$ cat src/rtl/pc_fetch_unit.sv
// pc_fetch_unit: instruction fetch front end.
// Owns the fetch PC, issues one instruction-memory request at a time and
// hands each fetched word to decode over a valid/ready handshake. Redirects
// from the execute-stage branch unit retarget the PC and discard any fetch
// already in flight, so decode only ever sees the new stream.
//
// Ports:
//   clk, rst                       clock, synchronous active-high reset
//   redirect_valid, branch         PC-select from execute (01 target, 10 ALU)
//   branch_target, alu_out         redirect target candidates
//   imem_req_valid/ready/addr      fetch request channel
//   imem_resp_valid/data           fetch response (one per accepted request)
//   if_valid/ready, if_instr/pc    instruction handoff to decode
//   misalign_fault                 one-cycle pulse on a misaligned redirect
module pc_fetch_unit #(
  parameter logic [31:0] RESET_PC = 32'h0000_0000
) (
  input  logic        clk,
  input  logic        rst,
  input  logic        redirect_valid,
  input  logic [1:0]  branch,
  input  logic [31:0] branch_target,
  input  logic [31:0] alu_out,
  output logic        imem_req_valid,
  input  logic        imem_req_ready,
  output logic [31:0] imem_req_addr,
  input  logic        imem_resp_valid,
  input  logic [31:0] imem_resp_data,
  output logic        if_valid,
  input  logic        if_ready,
  output logic [31:0] if_instr,
  output logic [31:0] if_pc,
  output logic        misalign_fault
);

  typedef enum logic [1:0] {S_REQ, S_WAIT, S_HOLD} state_e;

  state_e      state_q, state_d;
  logic [31:0] pc_q, pc_d;
  logic [31:0] fetch_pc_q, fetch_pc_d;
  logic        drop_q, drop_d;
  logic [31:0] instr_q, instr_d;
  logic [31:0] ipc_q, ipc_d;
  logic        fault_q, fault_d;

  logic        redir_sel, redir_ok;
  logic [31:0] target;

  // jal/jalr targets have bit0 forced low before the alignment check.
  assign redir_sel = redirect_valid && (branch == 2'b01 || branch == 2'b10);
  assign target    = (branch == 2'b01) ? branch_target : (alu_out & ~32'h1);
  assign redir_ok  = redir_sel && (target[1:0] == 2'b00);

  always_comb begin
    state_d    = state_q;
    pc_d       = pc_q;
    fetch_pc_d = fetch_pc_q;
    drop_d     = drop_q;
    instr_d    = instr_q;
    ipc_d      = ipc_q;
    fault_d    = redir_sel && !redir_ok;

    if (redir_ok) begin
      pc_d = target;
      case (state_q)
        S_REQ: begin
          // A request accepted this cycle is already stale.
          if (imem_req_ready) begin
            drop_d  = 1'b1;
            state_d = S_WAIT;
          end
        end
        S_WAIT: begin
          if (imem_resp_valid) begin
            drop_d  = 1'b0;
            state_d = S_REQ;
          end else begin
            drop_d  = 1'b1;
          end
        end
        S_HOLD:  state_d = S_REQ;
        default: state_d = S_REQ;
      endcase
    end else begin
      case (state_q)
        S_REQ: begin
          if (imem_req_ready) begin
            fetch_pc_d = pc_q;
            pc_d       = pc_q + 32'd4;
            state_d    = S_WAIT;
          end
        end
        S_WAIT: begin
          if (imem_resp_valid) begin
            if (drop_q) begin
              drop_d  = 1'b0;
              state_d = S_REQ;
            end else begin
              instr_d = imem_resp_data;
              ipc_d   = fetch_pc_q;
              state_d = S_HOLD;
            end
          end
        end
        S_HOLD: begin
          if (if_ready) state_d = S_REQ;
        end
        default: state_d = S_REQ;
      endcase
    end
  end

  always_ff @(posedge clk) begin
    if (rst) begin
      state_q    <= S_REQ;
      pc_q       <= RESET_PC;
      fetch_pc_q <= 32'h0;
      drop_q     <= 1'b0;
      instr_q    <= 32'h0;
      ipc_q      <= 32'h0;
      fault_q    <= 1'b0;
    end else begin
      state_q    <= state_d;
      pc_q       <= pc_d;
      fetch_pc_q <= fetch_pc_d;
      drop_q     <= drop_d;
      instr_q    <= instr_d;
      ipc_q      <= ipc_d;
      fault_q    <= fault_d;
    end
  end

  assign imem_req_valid = (state_q == S_REQ);
  assign imem_req_addr  = pc_q;
  assign if_valid       = (state_q == S_HOLD);
  assign if_instr       = instr_q;
  assign if_pc          = ipc_q;
  // Masked so a pulse from the cycle before reset cannot leak out during rst.
  assign misalign_fault = fault_q && !rst;

endmodule

$ cat config.mk
export PLATFORM = sky130hd
export DESIGN_NAME = pc_fetch_unit
export DESIGN_NICKNAME = d
export VERILOG_FILES = /design/src/rtl/pc_fetch_unit.sv
export SDC_FILE = /design/constraint.sdc
export NUM_CORES = 1
export LEC_CHECK = 0
export CORE_MARGIN = 2
export CORE_UTILIZATION = 40
export CTS_BUF_LIST = sky130_fd_sc_hd__clkbuf_8
export CTS_CLUSTER_DIAMETER = 120
export DETAILED_ROUTE_END_ITERATION = 7
export DONT_BUFFER_PORTS = 1
export PLACE_DENSITY_LB_ADDON = 0.2
export SLEW_MARGIN = 10
export SYNTH_ARGS = -nofsm -noshare
export SYNTH_HDL_FRONTEND = slang
export SYNTH_SLANG_ARGS = --single-unit
export TNS_END_PERCENT = 20
$ cat constraint.sdc
create_clock -name clk -period 6.5 [get_ports clk]
set_input_delay 1.625 -clock clk [delete_from_list [all_inputs] [get_ports clk]]
set_output_delay 1.625 -clock clk [all_outputs]
set_load 0.05 [all_outputs]
# After elaboration in Yosys (flattened, before gate mapping)
# Cells that the tools add are included.
# Widths: inputs -> output; s select.
totals:
  register_bits: 132
  latch_bits: 0
  mem_bits_rw: 0
  rom_bits: 0
  inputBits: 104
  output_inout_bits: 99
  elab_cells: 54
  n_memories: 0
classes:
  add_sub_neg: 1
  mul: 0
  div: 0
  n_lt_le_gt_ge: 0
  eq_ne: 7
  n_shift: 0
  muxes: 18
  bitwise: 2
  n_reduce_logical: 19
op_table:
  columns: ["op", "count"]
  rows:
  - ["$mux 32", 4]
  - ["$add 32x3->32 const B", 1]
  - ["$mux 2", 6]
  - ["$reduce_bool 2->1", 5]
  - ["$reduce_and 4->1", 2]
  - ["$pmux 2 s3", 1]
  - ["$mux 1", 5]
  - ["$eq 2x1->1 const B", 2]
  - ["$eq 2x2->1 const B", 2]
  - ["$logic_and 1x1->1", 4]
  - ["$logic_not 2->1", 2]
  - ["$pmux 2 s2", 1]
  - ["$reduce_and 2->1", 2]
  - ["$ne 3x1->1 const B", 1]
  - ["$ne 3x3->1 const B", 1]
  - ["$reduce_and 3->1", 1]
  - ["$logic_not 1->1", 2]
  - ["$ne 2x2->1 const B", 1]
  - ["$not 1->1", 2]
  - ["$pmux 1 s2", 1]
  - ["$logic_or 1x1->1", 1]

# Longest topological paths before layout
logic_depth:
  ltp_word: 6
  ltp_mapped: 9
  depth_no_buf: 6

# Least setup slack after synthesis
# No wires, ideal clock.
synth_path:
  path_type: "input to output"
  start: "in rst"
  end: "out misalign_fault"
  t_arrival_ns: 2.666
  required_time_ns: 4.875
  path_slack_ns: 2.209
  path_stages: 3
  path_buffers: 2
  path_cell_list: "clkbuf_1 > clkbuf_1 > nor2b_1"
synth_via:
  elab_chain_cells: 2
synth_rtl:
  columns: ["element", "line_no", "source"]
  rows:
  - ["start, declared", "19", "input logic rst,"]
  - ["$logic_not 1->1", "139", "assign misalign_fault = fault_q && !rst;"]
  - ["$logic_and 1x1->1", "139", null]
  - ["end, declared", "33", "output logic misalign_fault"]
# Every way passes these cells.

# Final worst setup path
# Same ends and word-level chain as after synthesis.

==> flow_summary.yaml <==
logic_synthesis:
  syn_inst: 721
  async_reset_ff_share_pct: 0
  synth_nets: 827
  syn_avg_cell_area_sq_um: 7.94
  synth_seq_cells: 132
  yosys-top-cells-area: "dfxtp_1, nand2_1, a21oi_1"
  ys_dominant_reg_cell: "dfxtp_1"
  seq_area_frac_synth_pct: 46.2
  synth_edf_count: 0
  synthDominantCellAreaShare_pct: 46.2
  yosysUniqueCellTypes: 48
  yosysTopAreaCell: "dfxtp_1"
  yosys_warnings: 0
  synthesis.area_sq_um: 5720
floorplanning:
  die_width_um: 124
  start_util_pct: 41.1
  coreArea_sq_um: 13900
  io_pins: 203
  die_y_um: 124
  die_area_sq_um: 15300
  rows: 43
worst_setup_path:
  endpoint_kind: "output port"
  cp_num_buf_inv: 0
  start_kind: "primary input"
  crit_type: "in -> out"
  r2r_start: "imem_req_addr[2]"
  r2r-end: "imem_req_addr[26]"
  max_stage_delay_ns: 0.75
  required_ns: 4.88
  cp_max_fo: 133
  r2r_cells: 5
  crit_arrival_ns: 2.40
  crit_chain: "nor2b_1"
  regToRegSetupSlack_ns: 3.30
  crit_path_end: "misalign_fault"
  path_depth: 1
  crit_family: "simple AND/OR/NAND/NOR gates"
  cp_slowest_cell: "nor2b_1"
  critPathLaunch: "rst"
sta:
  fmaxAchievable_mhz: 248
  holdWs_ns: 0.453
  finalWorstSetupSlack_ns: 2.48
  slew_violations: 0
  fin_crit_ns: 4.02
  max_slew_margin_pct: 35.6
  setup_viol: 0
  finalHoldViolations: 0
  worst_pin_slew_ns: 0.964
  tns_ns: 0
  skew_ns: 0.0146
  finalCritPeriodShare_pct: 61.9
  rsz0062_at_grt: "false"
cts:
  cts_resized: 0
  postCtsHoldBufs: 0
  clockRootBuffer: "clkbuf_8"
  numCtsBuffers: 17
  clockBufferDepth: 2
  cts_tree: "yes"
  clock_latency_ns: 0.45
  numClockSinks: 132
  postCtsSetupRepairBufs: 0
  htree_levels: 4
  clk_pin_slew_worst_paths_ns: 0.07
detailed_routing:
  first_pass_iters: 5
  drt_iter0_markers: 280
  avgRoutedWirePerCell_um: 17.6
  routed_wl_mm: 15.6
  drcViolationCount: 0
  vias_per_cell: 5.71
  postRouteAntennaNets: 0
  vias: 5038
global_route:
  grt_overflow: 0
  grt_pass1_vias: 4433
  antenna_found_initial: 0
  track_usage_pct: 20.0
  grt_pass1_wl_mm: 23.5
  grt_max_degree: 134
pwr:
  peakVddDrop_mv: 0.110
  power_density_nw_per_um2: 285
  leakage_uw: 0.00187
  finalPower_uw: 1780
worst_hold_path:
  hp-class: "reg -> reg"
cells_and_area:
  fill_cells: 1365
  nNetsFinal: 796
  area_growth_pct: 8.81
  num_antenna_cells: 0
  post-route-util_pct: 44.7
  regArea_sq_um: 2640
  multiInputGateArea_sq_um: 2880
  drive_above_1_share_pct: 7.11
placement:
  post-place-ws_ns: 2.29
  place_hpwl_mm: 10.8
  routabilityCongestion: 0.818
  io_buffers: 0
status:
  status: "complete, no violations"
run:
  cap_violations: 0
-- layout by cell type (no fill, tap or decap), types with 3 or more instances in the layout --
master and instances:
nand2_1 209, dfxtp_1 132, a21oi_1 101, a211oi_1 38
nor2b_1 26, clkbuf_8 19, nand4_1 13, a311oi_1 12
nor2_1 11, nor4_1 10, nand3_1 10, or4_1 10
nor3_1 10, xnor2_1 10, inv_1 7, mux2i_1 7
o31ai_1 6, buf_4 6, o21ai_0 5, or3_1 5
clkinvlp_4 5, nor3b_1 3, and4_1 3, clkinv_2 3
-- final cells by class --
| class | instances | area share (%) |
|---|---|---|
| multi-input combinational | 526 | 46.3 |
| clock inverter | 13 | 2.15 |
| tap | 180 | 3.62 |
| clock buffer | 19 | 4.20 |
| sequential | 132 | 42.4 |
| timing repair buffer | 7 | 0.965 |
| inverter | 6 | 0.362 |
-- metrics by stage --
step                instances  cell area, sq um
floorplan                 721              5720
global placement          850              5810
detailed placement        850              5810
CTS                       882              6200
global route              883              6230
finish                    883              6230
-- sequential cells by signal, summed over array words and instances (netlist names) --
signal,flops
if_instr,32
if_pc,32
fetch_pc_q,32
imem_req_addr,32
state_q,2
fault_q,1
drop_q,1
-- worst min-delay path by stage --
stage	start	to	slack, ns	cells after the start
detailed placement	fetch_pc_q[19]	fetch_pc_q[19]	0.44	2
floorplan	fetch_pc_q[0]	if_pc[0]	0.43	2
global route	fetch_pc_q[3]	if_pc[3]	0.47	2
CTS	fetch_pc_q[29]	if_pc[29]	0.45	2
finish	fetch_pc_q[29]	fetch_pc_q[29]	0.45	2
global placement	fetch_pc_q[3]	if_pc[3]	0.44	2
-- report_power, final --
part / internal (uW) / switching [uW]
logic: 49.3 / 82.0
clock network: 358 / 324
registers: 838 / 125
-- cells by family (layout without fill, tap and decap cells) --
kind of cell    after synthesis  count (layout)  share of synthesized area (%)
simple gates                326             326                           26.5
flops                       132             132                           46.2
fa+ha+maj                     2               2                          0.437
compound gates              180             180                           19.5
buf+inv                      63              45                           4.44
xor+xnor                     11              11                           1.68
mux                           7               7                           1.22
-- synth_stat cells, types with 5 or more instances --
master      n
nand3_1    11
nand4_1    13
o31ai_1     8
a311oi_1   12
dfxtp_1   132
xnor2_1    10
clkbuf_1   47
a211oi_1   38
nor3_1     11
mux2i_1     7
buf_1       6
nor2_1     11
nor2b_1    26
a21oi_1   101
or4_1      10
nor4_1     10
or3_1       5
o21ai_0     5
nand2_1   209
inv_1       6
-- worst register-to-register path, stage by stage, from the launching register on --
cell and delay (ns):
dfxtp_1 0.90, ha_1 0.29, nand4bb_1 0.42, or4_1 0.72
or4_1 0.52, a311oi_1 0.26
-- per-layer routing --
metal  GRT usage, %  vias to the layer above  share of wire [%]
met5              0                        -                  0
met1           26.8                     2328                 44
met2           29.2                      216                 46
li1               -                     2474                  -
met3           7.60                       20                9.0
met4           7.53                        0                1.4
Note: power is estimated with default switching activity, not from simulation.
